[config.mk]
export PLATFORM = sky130hd
export DESIGN_NAME = restoring_divider16
export DESIGN_NICKNAME = d
export VERILOG_FILES = /design/src/rtl/restoring_divider16_pkg.sv /design/src/rtl/restoring_divider16_trial_subtractor.sv /design/src/rtl/restoring_divider16.sv
export SDC_FILE = /design/constraint.sdc
export NUM_CORES = 1
export LEC_CHECK = 0
export ABC_AREA = 1
export CORE_MARGIN = 2
export CORE_UTILIZATION = 40
export DETAILED_ROUTE_END_ITERATION = 6
export GPL_ROUTABILITY_DRIVEN = 0
export SLEW_MARGIN = 10
export SYNTH_ARGS = -nofsm -noshare
export SYNTH_HDL_FRONTEND = slang
export SYNTH_SLANG_ARGS = --single-unit
[constraint.sdc]
create_clock -name clk_i -period 7.2 [get_ports clk_i]
set_input_delay 0.72 -clock clk_i [delete_from_list [all_inputs] [get_ports clk_i]]
set_output_delay 0.72 -clock clk_i [all_outputs]
set_load 0.05 [all_outputs]
[src/rtl/restoring_divider16_pkg.sv]
// Shared definitions for the restoring divider: FSM encoding, default width
// and the iteration-counter sizing helper.
package restoring_divider16_pkg;

   localparam int unsigned DefWidth = 16;

   typedef enum logic [1:0] {
      StIdle = 2'd0,
      StRun  = 2'd1,
      StDone = 2'd2
   } state_e;

   // Counter must hold the value Width itself, not just Width-1.
   function automatic int unsigned cnt_width(input int unsigned width);
      return $clog2(width + 1);
   endfunction

endpackage

[src/rtl/restoring_divider16_trial_subtractor.sv]
// (Width+1)-bit trial subtraction a - b as a full-adder ripple of a + ~b + 1.
// Only the low Width difference bits are needed by the divider; borrow = ~carry-out.
module restoring_divider16_trial_subtractor #(
   parameter int unsigned Width = 16
) (
   input  logic [Width:0]   a_i,
   input  logic [Width:0]   b_i,
   output logic [Width-1:0] diff_o,
   output logic             borrow_o
);

   logic [Width:0]   b_n;
   logic [Width+1:0] carry;

   assign b_n      = ~b_i;
   assign carry[0] = 1'b1;

   for (genvar i = 0; i <= Width; i++) begin : g_fa
      if (i < Width) begin : g_sum
         assign diff_o[i] = a_i[i] ^ b_n[i] ^ carry[i];
      end
      assign carry[i+1] = (a_i[i] & b_n[i]) | (carry[i] & (a_i[i] ^ b_n[i]));
   end

   assign borrow_o = ~carry[Width+1];

endmodule

[src/rtl/restoring_divider16.sv]
// Sequential unsigned restoring divider: one shift-and-subtract step per clock,
// start/done handshake, results held until the next completed operation.
module restoring_divider16
   import restoring_divider16_pkg::*;
#(
   parameter int unsigned Width = DefWidth
) (
   input  logic             clk_i,
   input  logic             rst_ni,
   input  logic             start_i,
   input  logic [Width-1:0] dividend_i,
   input  logic [Width-1:0] divisor_i,
   output logic             busy_o,
   output logic             done_o,
   output logic [Width-1:0] quotient_o,
   output logic [Width-1:0] remainder_o,
   output logic             div_by_zero_o
);

   localparam int unsigned CntW = cnt_width(Width);

   state_e            state_q, state_d;
   logic [CntW-1:0]   count_q, count_d;
   logic [Width-1:0]  rem_q, rem_d;
   logic [Width-1:0]  q_q, q_d;
   logic [Width-1:0]  divisor_q, divisor_d;
   logic [Width-1:0]  quot_q, quot_d;
   logic [Width-1:0]  res_rem_q, res_rem_d;
   logic              dbz_q, dbz_d;

   logic              accept;
   logic              last_step;
   logic [Width:0]    shifted;
   logic [Width-1:0]  trial_diff;
   logic              trial_borrow;
   logic [Width-1:0]  rem_step;
   logic [Width-1:0]  q_step;

   assign accept    = start_i && (state_q != StRun);
   assign last_step = (count_q == CntW'(1));
   assign shifted   = {rem_q, q_q[Width-1]};

   restoring_divider16_trial_subtractor #(
      .Width(Width)
   ) u_trial_sub (
      .a_i     (shifted),
      .b_i     ({1'b0, divisor_q}),
      .diff_o  (trial_diff),
      .borrow_o(trial_borrow)
   );

   // On borrow the trial is discarded, which restores the shifted partial remainder.
   assign rem_step = trial_borrow ? shifted[Width-1:0] : trial_diff;
   assign q_step   = {q_q[Width-2:0], ~trial_borrow};

   // State register
   always_ff @(posedge clk_i) begin
      if (!rst_ni) begin
         state_q <= StIdle;
      end else begin
         state_q <= state_d;
      end
   end

   // Next-state logic
   always_comb begin
      state_d = state_q;
      unique case (state_q)
         StIdle, StDone: begin
            if (start_i) begin
               state_d = (divisor_i == '0) ? StDone : StRun;
            end else begin
               state_d = StIdle;
            end
         end
         StRun: begin
            if (last_step) begin
               state_d = StDone;
            end
         end
         default: state_d = StIdle;
      endcase
   end

   // Output logic
   always_comb begin
      busy_o        = (state_q == StRun);
      done_o        = (state_q == StDone);
      quotient_o    = quot_q;
      remainder_o   = res_rem_q;
      div_by_zero_o = dbz_q;
   end

   // Datapath next-state
   always_comb begin
      count_d   = count_q;
      rem_d     = rem_q;
      q_d       = q_q;
      divisor_d = divisor_q;
      quot_d    = quot_q;
      res_rem_d = res_rem_q;
      dbz_d     = dbz_q;
      if (accept) begin
         if (divisor_i != '0) begin
            divisor_d = divisor_i;
            rem_d     = '0;
            q_d       = dividend_i;
            count_d   = CntW'(Width);
         end else begin
            quot_d    = '1;
            res_rem_d = dividend_i;
            dbz_d     = 1'b1;
         end
      end else if (state_q == StRun) begin
         rem_d   = rem_step;
         q_d     = q_step;
         count_d = count_q - CntW'(1);
         // Results are published only on DONE entry so they stay stable while running.
         if (last_step) begin
            quot_d    = q_step;
            res_rem_d = rem_step;
            dbz_d     = 1'b0;
         end
      end
   end

   always_ff @(posedge clk_i) begin
      if (!rst_ni) begin
         count_q   <= '0;
         rem_q     <= '0;
         q_q       <= '0;
         divisor_q <= '0;
         quot_q    <= '0;
         res_rem_q <= '0;
         dbz_q     <= 1'b0;
      end else begin
         count_q   <= count_d;
         rem_q     <= rem_d;
         q_q       <= q_d;
         divisor_q <= divisor_d;
         quot_q    <= quot_d;
         res_rem_q <= res_rem_d;
         dbz_q     <= dbz_d;
      end
   end

endmodule
== Yosys cells after proc, flatten, opt, wreduce, memory -nomap -nowiden ==
Index checks and enable logic that the tools add are counted.
Cells by class
  reduce and logical (&&, ||, !) cells: 10
  bitwise operators: 84
  $lt $le $gt $ge: 0
  multiply operators: 0
  div/mod/pow operators: 0
  mux-type cells: 26
  shift-type cells: 0
  equality and inequality tests: 7
  $add $sub $neg: 1
Operators by type and width (number)
  2-to-1 mux 16 bit: 15
  AND 1 bit: 33
  bitwise XOR 1 bit: 32
  NOT 16 -> 17 bit: 1
  bitwise OR 1 bit: 17
  logical NOT 16 bit: 1
  nonzero test 16 bit: 1
  2-to-1 mux 5 bit: 3
  2-to-1 mux 2 bit: 3
  != test 2 x 1 -> 1 bit (second input constant): 3
  == test 5 x 1 -> 1 bit (second input constant): 1
  subtractor 5 x 1 -> 5 bit (second input constant): 1
  2-to-1 mux 1 bit: 4
  case mux 2 bit (2 select lines): 1
  AND reduction 2 bit: 2
  nonzero test 2 bit: 2
  AND reduction 3 bit: 1
  == test 2 x 1 -> 1 bit (second input constant): 1
  == test 2 bit (second input constant): 1
  logical NOT 2 bit: 1
  != test 2 bit (second input constant): 1
  OR reduction 2 bit: 1
  logical AND 1 bit: 1
  NOT 1 bit: 1
Storage, ports and cells
  memory bits (read-only): 0
  memory bits (writable): 0
  memories: 0
  input port bits: 35
  bits in latches: 0
  output and inout port bits: 35
  logic and storage cells: 136
  flip-flop bits (word level): 88

== Longest topological paths before layout ==
Gate-level depths: netlist of run 1.
  depth after elaboration: 39
  mapped depth: 29
  mapped depth without buffers: 27

== Cells and area by module ==
A second synthesis of run 1 with hierarchy kept.
Second synthesis, totals
  cells, all modules: 650
  area, all modules: 4647.0 µm²
Modules (own cells, without submodules)
  restoring_divider16: area an instance 4192.8 µm², seq. area each 1761.7 µm², cells an instance 600, instances 1
  restoring_divider16_trial_subtractor: area an instance 454.2 µm², seq. area each 0.0 µm², cells an instance 50, instances 1

== Worst setup path before layout of run 1 ==
No wires, ideal clock.
  path kind: reg2reg
  start: reg q_q[15]
  end: reg rem_q[10]
  arrival: 6665 ps
  setup slack: 418 ps
  stages on the path, launching flop included: 29
  path buffers: 2
  cell sequence: dfxtp_1 inv_1 ha_1 fa_1 fa_1 fa_1 fa_1 fa_1 fa_1 fa_1 fa_1 fa_1 fa_1 fa_1 fa_1 inv_1 fa_1 fa_1 inv_1 fa_1 inv_1 nor2_1 buf_2 buf_2 nand2_1 o21ai_0 nand2_1 a21boi_0 nor2_1
Between the ends
  cells in the longest elaborated chain, start to end: 37
RTL lines
  start: declaration: line restoring_divider16.sv:25  | logic [Width-1:0] q_q, q_d;
  start signal: assignment: line restoring_divider16.sv:139  | q_q <= q_d;
  AND 1 bit or bitwise XOR 1 bit (tied branches): line restoring_divider16_trial_subtractor.sv:22  | assign carry[i+1] = (a_i[i] & b_n[i]) | (carry[i] & (a_i[i] ^ b_n[i]));
  bitwise OR 1 bit *: line restoring_divider16_trial_subtractor.sv:22
  AND 1 bit *: line restoring_divider16_trial_subtractor.sv:22
  bitwise OR 1 bit *: line restoring_divider16_trial_subtractor.sv:22
  AND 1 bit *: line restoring_divider16_trial_subtractor.sv:22
  bitwise OR 1 bit *: line restoring_divider16_trial_subtractor.sv:22
  AND 1 bit *: line restoring_divider16_trial_subtractor.sv:22
  bitwise OR 1 bit *: line restoring_divider16_trial_subtractor.sv:22
  (+21 left out)
  bitwise OR 1 bit: line restoring_divider16_trial_subtractor.sv:22
  AND 1 bit: line restoring_divider16_trial_subtractor.sv:22
  bitwise OR 1 bit: line restoring_divider16_trial_subtractor.sv:22
  AND 1 bit: line restoring_divider16_trial_subtractor.sv:22
  bitwise OR 1 bit: line restoring_divider16_trial_subtractor.sv:22
  2-to-1 mux 16 bit *: line restoring_divider16.sv:53  | assign rem_step = trial_borrow ? shifted[Width-1:0] : trial_diff;
  2-to-1 mux 16 bit *: line restoring_divider16.sv:114  | end else if (state_q == StRun) begin
  2-to-1 mux 16 bit *: line restoring_divider16.sv:103  | if (accept) begin
  end signal: assignment: line restoring_divider16.sv:138  | rem_q <= rem_d;
  end: declaration: line restoring_divider16.sv:24  | logic [Width-1:0] rem_q, rem_d;
Every way passes the cells marked *; elsewhere a longest branch is shown, timed or not. The select of a mux whose other input is x is not followed.
A chain may end at the register's enable or synchronous reset.

== Worst setup path after layout of run 1 ==
  start: reg q_q[15]
  end: reg rem_q[11]
Between the ends
  cells in the longest elaborated chain, start to end: 37
RTL lines (line)
  AND 1 bit or bitwise XOR 1 bit (tied branches): restoring_divider16_trial_subtractor.sv:22
  bitwise OR 1 bit *: restoring_divider16_trial_subtractor.sv:22
  AND 1 bit *: restoring_divider16_trial_subtractor.sv:22
  bitwise OR 1 bit *: restoring_divider16_trial_subtractor.sv:22
  AND 1 bit *: restoring_divider16_trial_subtractor.sv:22
  bitwise OR 1 bit *: restoring_divider16_trial_subtractor.sv:22
  AND 1 bit *: restoring_divider16_trial_subtractor.sv:22
  bitwise OR 1 bit *: restoring_divider16_trial_subtractor.sv:22
  (+21 left out)
  bitwise OR 1 bit: restoring_divider16_trial_subtractor.sv:22
  AND 1 bit: restoring_divider16_trial_subtractor.sv:22
  bitwise OR 1 bit: restoring_divider16_trial_subtractor.sv:22
  AND 1 bit: restoring_divider16_trial_subtractor.sv:22
  bitwise OR 1 bit: restoring_divider16_trial_subtractor.sv:22
  2-to-1 mux 16 bit *: restoring_divider16.sv:53
  2-to-1 mux 16 bit *: restoring_divider16.sv:114
  2-to-1 mux 16 bit *: restoring_divider16.sv:103
Marked as above.

==> results.md, run 1 <==
* Vias per inst at 5.05
* Synth Net Count at 696
* Most common cell after layout, fill and taps aside: nand2_1
* Final Hold Viols at 0
* Post-synthesis mux area share at 0
* DR iter-0 viols at 314
* RSZ-0062 raised after global routing: false
* Top sig layer: met4
* Most frequent CP cell: fa_1
* Die footprint at 12400 sq um
* Net count, final at 736
* Ys flop type: dfxtp_1
* Peak VDD IR at 0.160 mV
* Seq. cell area at 1760 sq um
* Slowest cell on crit path: fa_1
* Die height at 112 microns
* Max-cap violations at 0
* PortBufs at 69
* Dpl cell area at 5300 sq um
* Total CTS buffers at 9
* Synth Area in Compound Gates at 0.159
* Fmax at 146 MHz
* Drt pass-1 iters at 4
* Chip width at 112 microns
* Vias at 4194
* Met2 Wirelength at 5910 microns
* Number of setup violations in the final report at 0
* Clock transition at path regs at 0.06 ns
* Sequential area share after synthesis at 0.381
* Finished Core Util at 0.496
* EDFF count, synth at 0
* All-Layer GR Usage at 0.198
* WL/cell at 14.3 microns
* I/O Pins at 70
* Commonest non-fill, non-tap cells in the layout: 143 x nand2_1, 88 x dfxtp_1, 71 x a21oi_1
* Post-Synth Adder-Cell Area at 0.0730
* Vias in the first global route at 4199
* DRC Markers at 0
* M1 wire length at 5420 microns
* Buffers plus inverters on the worst setup path at 5
* Xor and xnor area share after synthesis at 0.00189
* CTS tree: yes
* Top cells by area, synth: dfxtp_1 38%, nand2_1 12%, a21oi_1 7.8%
* Setup skew after layout at 0.00474 ns
* Largest net degree at the start of global routing at 86
* Routed WL at 11800 microns
* Run status: completed
* Netlist cell types at 27
* Initial antenna violation count at 0
* First-pass GRT wire length at 20100 microns
* Rel. slew slack at 0.194
* Clock buffer depth at 2
* Final min period at 6.85 ns
* Static Leak at 2.55 nW
* Post-synth top area cell: dfxtp_1
* Fill cells at 1125
* Hold_ws at 0.460 ns
* YS warnings at 0
* # diodes at 0
* Syn avg cell area at 7.19 sq um
* Post-route clock period utilization at 0.951
* Worst-path maximum fanout at 29
* Post-Place Setup Slack at 0.155 ns
* Worst-Margin Slew at 1.21 ns
* Final TNS setup at 0 ns
* Critical path class: register to register
* Area of the multi-input gates at 2380 sq um
* Remaining global-route overflow at 0
* DR WL met3 at 355 microns
* Critical Path Sink Type: register
* Worst path top cell family by delay: adder cells
* Top cell type's share of synthesized area at 0.381
* H-tree depth at 3
* Clk sinks at 88
* Final Slew Violations at 0
* Synthesized cell area at 4630 sq um
* Crit path largest cell delay at 0.40 ns
* CTS root buffer: clkbuf_16
* CP arrival at 7.07 ns
* Clk_lat worst skew at 0.34 ns
* Worst Hold Class: register to register
* Synth Area in Simple Gates at 0.277
* Routed Antenna Nets at 0
* P&R area growth vs syn at 21.9%
* Final WS setup at 0.353 ns
* Startpoint types: register
* Share of cells above drive strength 1 at 0.0582
* Largest family of logic cells by synthesized area: simple AND/OR/NAND/NOR gates
* Flop-to-flop setup slack at 0.35 ns
* Req. time, crit path at 7.42 ns
* Synth Instances at 643
* Asr flop ratio synth at 0
* Site row count at 39
* #FFs+latches synth at 88
* Initial Utilization at 0.407
* Design Area, Final at 5640 sq um
* Hpwl dp at 7920 microns
* Pwr dens at 261 nW/um^2
* Core Region at 11400 sq um
[worst register-to-register path: stages, from the launching register on]
cell and delay [ns]:
dfxtp_1 0.32, inv_1 0.06, ha_1 0.21, fa_2 0.35
fa_2 0.35, fa_1 0.40, fa_2 0.36, fa_1 0.40
fa_2 0.36, fa_2 0.36, fa_1 0.40, fa_2 0.36
fa_1 0.39, fa_1 0.39, fa_1 0.36, inv_1 0.07
fa_1 0.18, fa_1 0.17, inv_1 0.05, fa_1 0.38
inv_1 0.07, nor2_1 0.06, buf_12 0.16, nand2_1 0.07
o21ai_0 0.08, nand2_1 0.08, a21boi_0 0.23, nor2_1 0.08
[stage by stage]
step,std cells,power [mW]
6_report,830,1.47
5_1_grt,830,1.57
4_1_cts,830,1.47
3_5_place_dp,815,0.962
3_3_place_gp,815,0.951
2_1_floorplan,643,0.852
[kinds of logic after synthesis]
| logic type | count (synthesis) |
|---|---|
| and+or+nand+nor | 286 |
| AOI/OAI and AO/OA | 139 |
| buffers and inverters | 111 |
| DFF | 88 |
| adders and majority gates | 18 |
| xor gates and xnor gates | 1 |
[registers in the layout, summed over array words and instances (netlist names)]
register       flops
q_q               16
state_q            2
remainder_o       16
count_q            5
div_by_zero_o      1
quotient_o        16
divisor_q         16
rem_q             16
[Yosys cell counts, types with 2 or more instances]
cell type,n
fa_1,15
nor2_1,61
nand3b_1,16
nand3_1,54
dfxtp_1,88
nand2_1,143
inv_4,2
a21oi_1,72
inv_1,63
ha_1,3
o21ai_0,50
inv_2,2
clkbuf_1,14
nor2_4,4
a21boi_0,16
nand3_2,2
nand2_4,2
buf_2,13
buf_1,6
buf_6,5
buf_4,6
[per-layer routing]
layer,track usage,vias up
li1,-,2141
met5,0,-
met2,0.333,70
met4,0.0510,0
met1,0.257,1973
met3,0.0479,10
[what timing repair did]
item,4_1_cts,5_1_grt
setup endpoints to repair,0,34
setup buffers,0,0
hold buffers,0,0
gates resized for setup,0,14
[power breakdown]
group / switching [mW] / internal, mW
Clock: 0.187 / 0.321
Sequential: 0.0225 / 0.529
Combinational: 0.250 / 0.159
[worst paths after layout]
kind	startpoint	to	cells past startpoint
min	div_by_zero_o	div_by_zero_o	2
max reg2reg	q_q[15]	rem_q[11]	27
max	q_q[15]	rem_q[11]	27
min reg2reg	div_by_zero_o	div_by_zero_o	2
[final cells by class]
cell class	count	area share
Tap cell	143	0.0317
Inverter	67	0.0455
Multi-Input combinational cell	444	0.423
Clock buffer	12	0.0455
Timing Repair Buffer	73	0.130
Clock inverter	3	0.0115
Sequential cell	88	0.313
No activity file was read; power rests on OpenSTA's default activity.
==> run 2, diff against run 1 <==
--- a/config.mk
+++ b/config.mk
@@ -6,7 +6,7 @@
 export NUM_CORES = 1
 export LEC_CHECK = 0
 export ABC_AREA = 1
-export CORE_MARGIN = 2
+export CORE_MARGIN = 3
 export CORE_UTILIZATION = 40
 export DETAILED_ROUTE_END_ITERATION = 6
 export GPL_ROUTABILITY_DRIVEN = 0
==> run 2 against run 1 <==
  * Sequential power hardly changed
  * Sequential share of layout area increased by 0.34 points
  * Via count decreased by 0.50%
  * Hold slack better by 0.0090 ns
  * Maximum frequency decreased by 0.50%
  * Final cell count down 0.24%
  * Utilization grew 0.75 points
  * Global-route usage shrank 1.3 points
  * Clock skew increased by 0.0028 ns
  * Non-clock buffer count up 1
  * Wire length is 2.2% lower
  * Flip-flop and latch count unchanged
==> results.md, run 2 (same netlist as run 1, synthesis figures left out) <==
* Run status: completed
* Most frequent CP cell: fa_1
* Final TNS setup at 0 ns (unchanged)
* Pint at 0.936 mW (-7.3%)
* CTS root buffer: clkbuf_16
* Routed Antenna Nets at 0 (unchanged)
* Commonest non-fill, non-tap cells in the layout: 143 x nand2_1, 88 x dfxtp_1, 72 x a21oi_1
* Post-route clock period utilization at 0.956 (+0.00476)
* Part of the power in registers at 0.399 (+0.023)
* DR WL met3 at 572 microns (+61%)
* H-tree depth at 3 (unchanged)
* Final Hold Viols at 0 (unchanged)
* Final min period at 6.88 ns (+0.0343 ns)
* Critical Path Sink Type: register
* Crit path largest cell delay at 0.41 ns (about the same)
* CTS tree: yes
* Core Region at 11100 sq um (-2.6%)
* First-pass GRT wire length at 19100 microns (-5.0%)
* PortBufs at 69 (unchanged)
* Vias at 4173 (-0.50%)
* P&R area growth vs syn at 20.5%
* Reg2Reg Depth at 26 (-3.7%)
* Routed WL at 11600 microns (-2.2%)
* Flop-to-flop setup slack at 0.32 ns (-0.03 ns)
* Remaining global-route overflow at 0 (unchanged)
* Final Slew Violations at 0 (unchanged)
* Vias per inst at 5.04 (-0.26%)
* Post-Place Setup Slack at 0.241 ns (+0.0864 ns)
* CP arrival at 7.16 ns (+0.09 ns)
* WL/cell at 14.0 microns (-1.9%)
* Max-cap violations at 0 (unchanged)
* R2R Path End: rem_q[3]
* Clk_lat worst skew at 0.34 ns (about the same)
* Slowest cell on crit path: fa_1
* Endpoint, Worst Hold: div_by_zero_o
* Static Leak at 2.53 nW (-0.80%)
* Final WS setup at 0.319 ns (-0.0343 ns)
* Req. time, crit path at 7.48 ns (+0.06 ns)
* Initial antenna violation count at 0 (unchanged)
* Hold path depth at 2 (unchanged)
* Largest net degree at the start of global routing at 86 (unchanged)
* Clock network power share at 0.314 (-0.031)
* Worst-path maximum fanout at 29 (unchanged)
* Number of setup violations in the final report at 0 (unchanged)
* Top sig layer: met4
* M1 wire length at 5300 microns (-2.2%)
* Share of cells above drive strength 1 at 0.0494 (-0.00881)
* Drt pass-1 iters at 5 (+1)
* Net count, final at 737 (+0.14%)
* Sw Share at 0.323 (+0.0100)
* All-Layer GR Usage at 0.185 (-0.0127)
* Worst Hold Class: register to register
* Rel. slew slack at 0.454 (+0.260)
* Met2 Wirelength at 5540 microns (-6.2%)
* Total CTS buffers at 9 (unchanged)
* Die footprint at 12900 sq um (+3.6%)
* Hold_ws at 0.469 ns (+0.00902 ns)
* Initial Utilization at 0.418 (+0.0107)
* DR iter-0 viols at 280 (-11%)
* Clk sinks at 88 (unchanged)
* Clock transition at path regs at 0.06 ns (about the same)
* Worst-Margin Slew at 0.819 ns (-0.388 ns)
* I/O Pins at 70 (unchanged)
* Most common cell after layout, fill and taps aside: nand2_1
* Die height at 114 microns (+1.8%)
* Comb power frac at 0.287 (+0.008)
* Hpwl dp at 7840 microns (-1.0%)
* Critical path class: register to register
* Site row count at 38 (-2.6%)
* Chip width at 114 microns (+1.8%)
* Setup skew after layout at 0.00759 ns (+0.00284 ns)
* Hold Crit Start: div_by_zero_o
* Peak VDD IR at 0.120 mV (-25%)
* Pwr dens at 248 nW/um^2 (-4.9%)
* Startpoint types: register
* Worst r2r src: q_q[15]
* Vias in the first global route at 4010 (-4.5%)
* Sw Pwr at 0.446 mW (-2.9%)
* Clock buffer depth at 2 (unchanged)
* Setup Buffers After CTS at 0 (unchanged)
* # diodes at 0 (unchanged)
* Cts hold-fix bufs at 0 (unchanged)
* DRC Markers at 0 (unchanged)
* Fmax at 145 MHz (-0.50%)
* Post_cts resized at 0 (unchanged)
==> run 2: cell type report <==
cell class,instances,area (sq um)
Inverter,67,256
Multi-Input combinational cell,444,2370
Fill cell,1109,5500
Clock buffer,15,268
Sequential cell,88,1760
Tap cell,140,175
Timing Repair Buffer,74,741
==> run 2: power groups by stage <==
stage / clock [mW] / sequential (mW) / combinational [mW]
2_1_floorplan: 0 / 0.578 / 0.274
3_3_place_gp: 0 / 0.562 / 0.388
6_report: 0.433 / 0.552 / 0.397
3_5_place_dp: 0 / 0.562 / 0.395
4_1_cts: 0.445 / 0.552 / 0.397
5_1_grt: 0.467 / 0.557 / 0.457
==> run 2: per-stage QoR <==
step	total power, mW	instance area [sq um]	std cells	utilization
6_report	1.38	5580	828	0.503
2_1_floorplan	0.852	4630	643	-
3_3_place_gp	0.950	5300	813	0.478
4_1_cts	1.39	5570	828	0.503
5_1_grt	1.48	5580	828	0.503
3_5_place_dp	0.957	5300	813	0.478
==> run 2: worst max-delay path by stage <==
stage	from	cells past startpoint	slack, ns	end
2_1_floorplan	q_q[15]	28	0.42	rem_q[10]
3_3_place_gp	q_q[15]	27	0.25	rem_q[11]
3_5_place_dp	q_q[15]	27	0.24	rem_q[11]
4_1_cts	q_q[15]	27	0.18	rem_q[11]
5_1_grt	q_q[15]	28	-0.003	remainder_o[7]
6_report	q_q[15]	26	0.32	rem_q[3]
==> run 2: worst max-delay path, delay by kind of cell, from the launching register on <==
family,cells,cell delay (ns)
fa+ha+maj,16,5.48
simple gates,3,0.29
buf+inv,5,0.41
compound gates,2,0.31
flops,1,0.33
==> run 2: per-layer routing <==
| metal | GRT usage | vias up |
|---|---|---|
| li1 | - | 2139 |
| met1 | 0.240 | 1936 |
| met2 | 0.313 | 84 |
| met3 | 0.0366 | 14 |
| met4 | 0.0569 | 0 |
| met5 | 0 | - |
